--- config.mk ---
export PLATFORM = sky130hd
export DESIGN_NAME = uart_tx_fifo
export DESIGN_NICKNAME = d
export VERILOG_FILES = /design/src/rtl/uart_tx_fifo.sv
export SDC_FILE = /design/constraint.sdc
export NUM_CORES = 1
export LEC_CHECK = 0
export CAP_MARGIN = 30
export CELL_PAD_IN_SITES_DETAIL_PLACEMENT = 0
export CELL_PAD_IN_SITES_GLOBAL_PLACEMENT = 1
export CORE_ASPECT_RATIO = 0.8
export CORE_MARGIN = 2
export CORE_UTILIZATION = 41
export CTS_CLUSTER_SIZE = 28
export DETAILED_ROUTE_END_ITERATION = 8
export GPL_TIMING_DRIVEN = 0
export PLACE_DENSITY_LB_ADDON = 0.1
export SYNTH_ARGS = -nofsm -noshare
export SYNTH_HDL_FRONTEND = slang
export SYNTH_SLANG_ARGS = --single-unit
--- constraint.sdc ---
create_clock -name clk -period 3.31 [get_ports clk]
set_clock_uncertainty 0.05 [all_clocks]
set_input_delay 0.662 -clock clk [delete_from_list [all_inputs] [get_ports clk]]
set_output_delay 0.662 -clock clk [all_outputs]
set_load 0.01 [all_outputs]
--- src/rtl/uart_tx_fifo.sv ---
// rtl/uart_tx_fifo.sv - byte FIFO feeding a UART transmitter through an enable/busy handshake
//
// Ports:
//   clk         rising-edge clock for all state
//   reset       synchronous, active-high
//   wr_valid    producer offers wr_data this cycle
//   wr_data     byte to enqueue
//   wr_ready    registered "not full"; a push happens when wr_valid && wr_ready
//   uart_enable one-cycle start pulse to the transmitter
//   uart_data   byte presented to the transmitter, held until the frame completes
//   uart_busy   transmitter busy indication
//   level       current occupancy, 0..DEPTH
//   overflow    sticky flag, set by any write offered while wr_ready=0

module uart_tx_fifo #(
    parameter int DATA_WIDTH = 8,
    parameter int DEPTH      = 16
) (
    input  logic                     clk,
    input  logic                     reset,
    input  logic                     wr_valid,
    input  logic [DATA_WIDTH-1:0]    wr_data,
    output logic                     wr_ready,
    output logic                     uart_enable,
    output logic [DATA_WIDTH-1:0]    uart_data,
    input  logic                     uart_busy,
    output logic [$clog2(DEPTH):0]   level,
    output logic                     overflow
);

    localparam int AW = $clog2(DEPTH);
    localparam int LW = AW + 1;
    localparam logic [LW-1:0] FULL_LEVEL = LW'(DEPTH);

    typedef enum logic [1:0] {
        IDLE,
        LAUNCH,
        WAIT_ACK,
        WAIT_DONE
    } state_t;

    state_t                state;
    logic [DATA_WIDTH-1:0] mem [DEPTH];
    logic [AW-1:0]         wr_ptr;
    logic [AW-1:0]         rd_ptr;
    logic                  push;
    logic                  pop;
    logic [LW-1:0]         level_next;

    // wr_ready is a register, so a full FIFO rejects writes even on the
    // cycle a pop frees an entry; the freed slot is offered one cycle later.
    assign push = wr_valid && wr_ready;

    // The pop happens on the edge that enters LAUNCH, so uart_data is
    // already stable during the enable pulse.
    assign pop = (state == IDLE) && (level != '0) && !uart_busy;

    always_comb begin
        level_next = level + LW'(push) - LW'(pop);
    end

    // Storage carries no reset; occupancy is tracked by level alone.
    always_ff @(posedge clk) begin
        if (!reset && push) begin
            mem[wr_ptr] <= wr_data;
        end
    end

    always_ff @(posedge clk) begin
        if (reset) begin
            state       <= IDLE;
            wr_ptr      <= '0;
            rd_ptr      <= '0;
            level       <= '0;
            wr_ready    <= 1'b1;
            uart_enable <= 1'b0;
            uart_data   <= '0;
            overflow    <= 1'b0;
        end else begin
            level    <= level_next;
            wr_ready <= (level_next != FULL_LEVEL);

            if (push) begin
                wr_ptr <= wr_ptr + AW'(1);
            end

            if (wr_valid && !wr_ready) begin
                overflow <= 1'b1;
            end

            case (state)
                IDLE: begin
                    uart_enable <= 1'b0;
                    if (pop) begin
                        uart_data   <= mem[rd_ptr];
                        rd_ptr      <= rd_ptr + AW'(1);
                        uart_enable <= 1'b1;
                        state       <= LAUNCH;
                    end
                end
                LAUNCH: begin
                    uart_enable <= 1'b0;
                    state       <= WAIT_ACK;
                end
                // The transmitter may take several cycles (its baud tick)
                // before it reports busy; wait for that rising edge first so
                // the falling edge below really marks the end of this frame.
                WAIT_ACK: begin
                    uart_enable <= 1'b0;
                    if (uart_busy) begin
                        state <= WAIT_DONE;
                    end
                end
                WAIT_DONE: begin
                    uart_enable <= 1'b0;
                    if (!uart_busy) begin
                        state <= IDLE;
                    end
                end
                default: begin
                    uart_enable <= 1'b0;
                    state       <= IDLE;
                end
            endcase
        end
    end

endmodule

==> impl_results.md <==
- Yosys top cell area share: 60.5%
- # Max-Cap Violations: 0
- Ys flop type: edfxtp_1
- Number of port buffers: 27
- Maximum clock frequency: between 0.3 and 0.4 GHz
- Reg2Reg Depth: 13
- P&R area growth vs syn: 18.8%
- Diodes inserted: 0
- Worst Setup SP: level[2]
- Core ar.: around 15,000 um2
- Pin count of the biggest net entering global routing: 17
- Synth top area cells: edfxtp_1 61%, dfxtp_1 8.2%, mux2i_1 5.8%
- Remaining antenna violation count after routing: 0
- Grt total ovfl: 0
- CP endpoint: wr_ready
- Synth warnings: 0
- CP max FO: 3
- Most numerous cell in the Yosys netlist: edfxtp_1
- First-pass GRT wire length: 20.9 mm
- Vias in the first global route: between 3,000 and 4,000
- Detailed Place HPWL: between 9 and 10 mm
- Via density: between 5 and 6
- Clock slew at reported path FFs: 0.06 ns
- Crit path time final: between 3 and 4 ns
- Cell variety after synth: roughly 40
- RSZ-0062 raised after global routing: no
- Vias: between 3,000 and 4,000
- Period Utilization, post-route: about 96%
- Die footprint: around 17,000 um2
- Worst r2r src: level[2]
- Crit path DAT: ~3.4 ns
- Flop2flop setup slack: between 0.1 and 0.15 ns
- Synthesized Nets: about 430
- Global placement routability congestion: 0.769
- Post-Synth XOR/XNOR Area: roughly 1.2%
- Status: completed
- Clk sinks: around 150
- Worst setup margin: between 0.1 and 0.15 ns
- Largest family of logic cells by synthesized area: multiplexers
- Post-Synth Adder-Cell Area: between 3 and 4%
- TritonCTS Buffers: 17
- Pwr dens: ~750 nW/um2
- Post-Syn Area: 6350 um2
- Worst path required time: around 3.5 ns
- Slew @ Worst Pin: 1.01 ns
- Synth Area in Compound Gates: approximately 4.5%
- Register bit total from synthesis: ~150
- Antenna violations before repair: 0
- Synth cell count leaders: 128 x edfxtp_1, 37 x mux2i_1, 26 x dfxtp_1
- Syn Inst Count: about 400
- Pins Over Slew Limit: 0
- Drt pass-1 iters: 7
- Final routed DRC violation total: 0
- Top Ports: 28
- Worst Setup Start Kind: flop
- Synth area leader: edfxtp_1
- Rows: 40
- Relative slew slack: between 30% and 40%
- Hold Vio Cnt, Final: 0
- Critical path class: reg2reg
- Crit path capture type: flop
- Chip width: 143 um
- Sequential share of the synthesized area: approximately 69%
- Wirelength, routed: ~14 mm
- Routed len/inst: just over 20 um
- EDFF count, synth: 128
- Deepest clock path buffer count: 2
- Setup Viol. Count Final: 0
- Tot Pwr: around 5600 uW
- Clk_lat worst skew: ~0.42 ns
- Iter 0 DRT Violations: about 250
- Min-delay worst type: reg2reg
- Peak supply drop: around 0.4 mV
- Synth async-reset ratio: 0%
- GRT Overall Usage: approximately 18%
- Critical register-to-register path endpoint: wr_ready
- Clock Root Buffer: clkbuf_16
- Leak: ~0.0025 uW
- Fillers: 1,269
- Final nets: slightly below 500
- TritonCTS clock tree: built
- Layout cell share with drive strength beyond 1: 14.2%
- H-tree depth: 4
- Post-synthesis simple-gate area fraction: between 7 and 8%
- Chip height: ~120 um
- Post-Layout Cell Count: roughly 680
- Placed cell count: between 600 and 700
- Post-Place Setup Slack: -0.660 ns
- Starting Density: around 42%
- Mapped Avg Cell Area: 15.8 um2
- Post-synthesis mux area share: around 13%
## critical path: stages (launching register included)
cell	delay [ns]
dfxtp_1	0.32
inv_1	0.07
ha_1	0.15
nor4b_4	0.25
or2_4	0.20
inv_1	0.09
ha_1	0.28
inv_1	0.05
ha_1	0.20
fa_2	0.36
a21oi_2	0.12
o21bai_1	0.09
xnor2_1	0.15
or4b_2	0.64
## flip-flops by register name, indices dropped and copies added, names as in the netlist
signal / count
mem: 128
rd_ptr: 4
uart_enable: 1
uart_data: 8
state: 2
wr_ptr: 4
level: 5
wr_ready: 1
overflow: 1
## repair_timing
item                                    CTS  global route
gates resized for setup                   2             5
pin swaps                                 1             2
hold buffers                              0             0
endpoints found under the setup margin    1             1
hold endpoints to repair                  0             0
setup buffers                             2             1
## where the power goes
part	internal, uW	leakage (uW)	switching (uW)
clock	1060	0.000277	840
sequential	2220	0.00137	84.0
combinational	685	0.000828	734
total	3970	0.00247	1660
## routing by layer
metal | global-route usage (%) | vias up | wire length, um
met5 | 0 | - | 0
met4 | 6.47 | 0 | 154
li1 | - | 1651 | -
met2 | 28.4 | 56 | 6610
met1 | 25.6 | 1745 | 6680
met3 | 3.46 | 12 | 562
## how the worst min path moves through the flow
| stage | from | end | cells after the start |
|---|---|---|---|
| floorplan | wr_ptr[1] | wr_ptr[1] | 2 |
| CTS | uart_data[7] | uart_data[7] | 2 |
| global placement | overflow | overflow | 2 |
| global route | uart_data[4] | uart_data[4] | 2 |
| detailed placement | uart_data[7] | uart_data[7] | 2 |
| finish | uart_data[0] | uart_data[0] | 2 |
## stage by stage
stage / cell area (um2) / hold slack (ns) / setup TNS (ns) / util [%]
finish: 7540 / 0.425 / 0 / 50.1
global route: 7540 / 0.450 / 0 / 50.1
CTS: 7520 / 0.430 / 0 / 49.9
detailed placement: 6920 / 0.417 / -0.790 / 45.9
global placement: 6890 / 0.401 / -10.68 / 45.7
floorplan: 6360 / 0.432 / 0 / -
## cell type report
| class | instances | area (um2) | area share (%) |
|---|---|---|---|
| plain buffers | 22 | 118 | 1.56 |
| clock buffers | 17 | 425 | 5.64 |
| clock inverters | 15 | 153 | 2.02 |
| inverters | 11 | 41.3 | 0.547 |
| multi-input cells | 213 | 1860 | 24.6 |
| flip-flops and latches | 154 | 4360 | 57.8 |
| well taps | 210 | 263 | 3.48 |
| repair buffers | 34 | 325 | 4.31 |
## kinds of logic (layout without fill, tap and decap cells)
| kind of cell | count (synthesis) | in the layout |
|---|---|---|
| simple gates | 91 | 91 |
| mux | 58 | 58 |
| buf+inv | 34 | 99 |
| xor+xnor | 9 | 9 |
| compound gates | 39 | 39 |
| flops | 154 | 154 |
| fa+ha+maj | 16 | 16 |
## cell usage in the layout, fill, tap and decap left out, types with 11 or more instances in the layout
cell type / synthesis / layout
clkdlybuf4s50_1: 0 / 26
edfxtp_1: 128 / 128
nand2_1: 25 / 25
ha_1: 15 / 15
nor2_1: 25 / 25
dfxtp_1: 26 / 26
mux2i_1: 37 / 37
clkbuf_16: 0 / 17
clkbuf_1: 11 / 11
(Power assumes the default switching activity.)
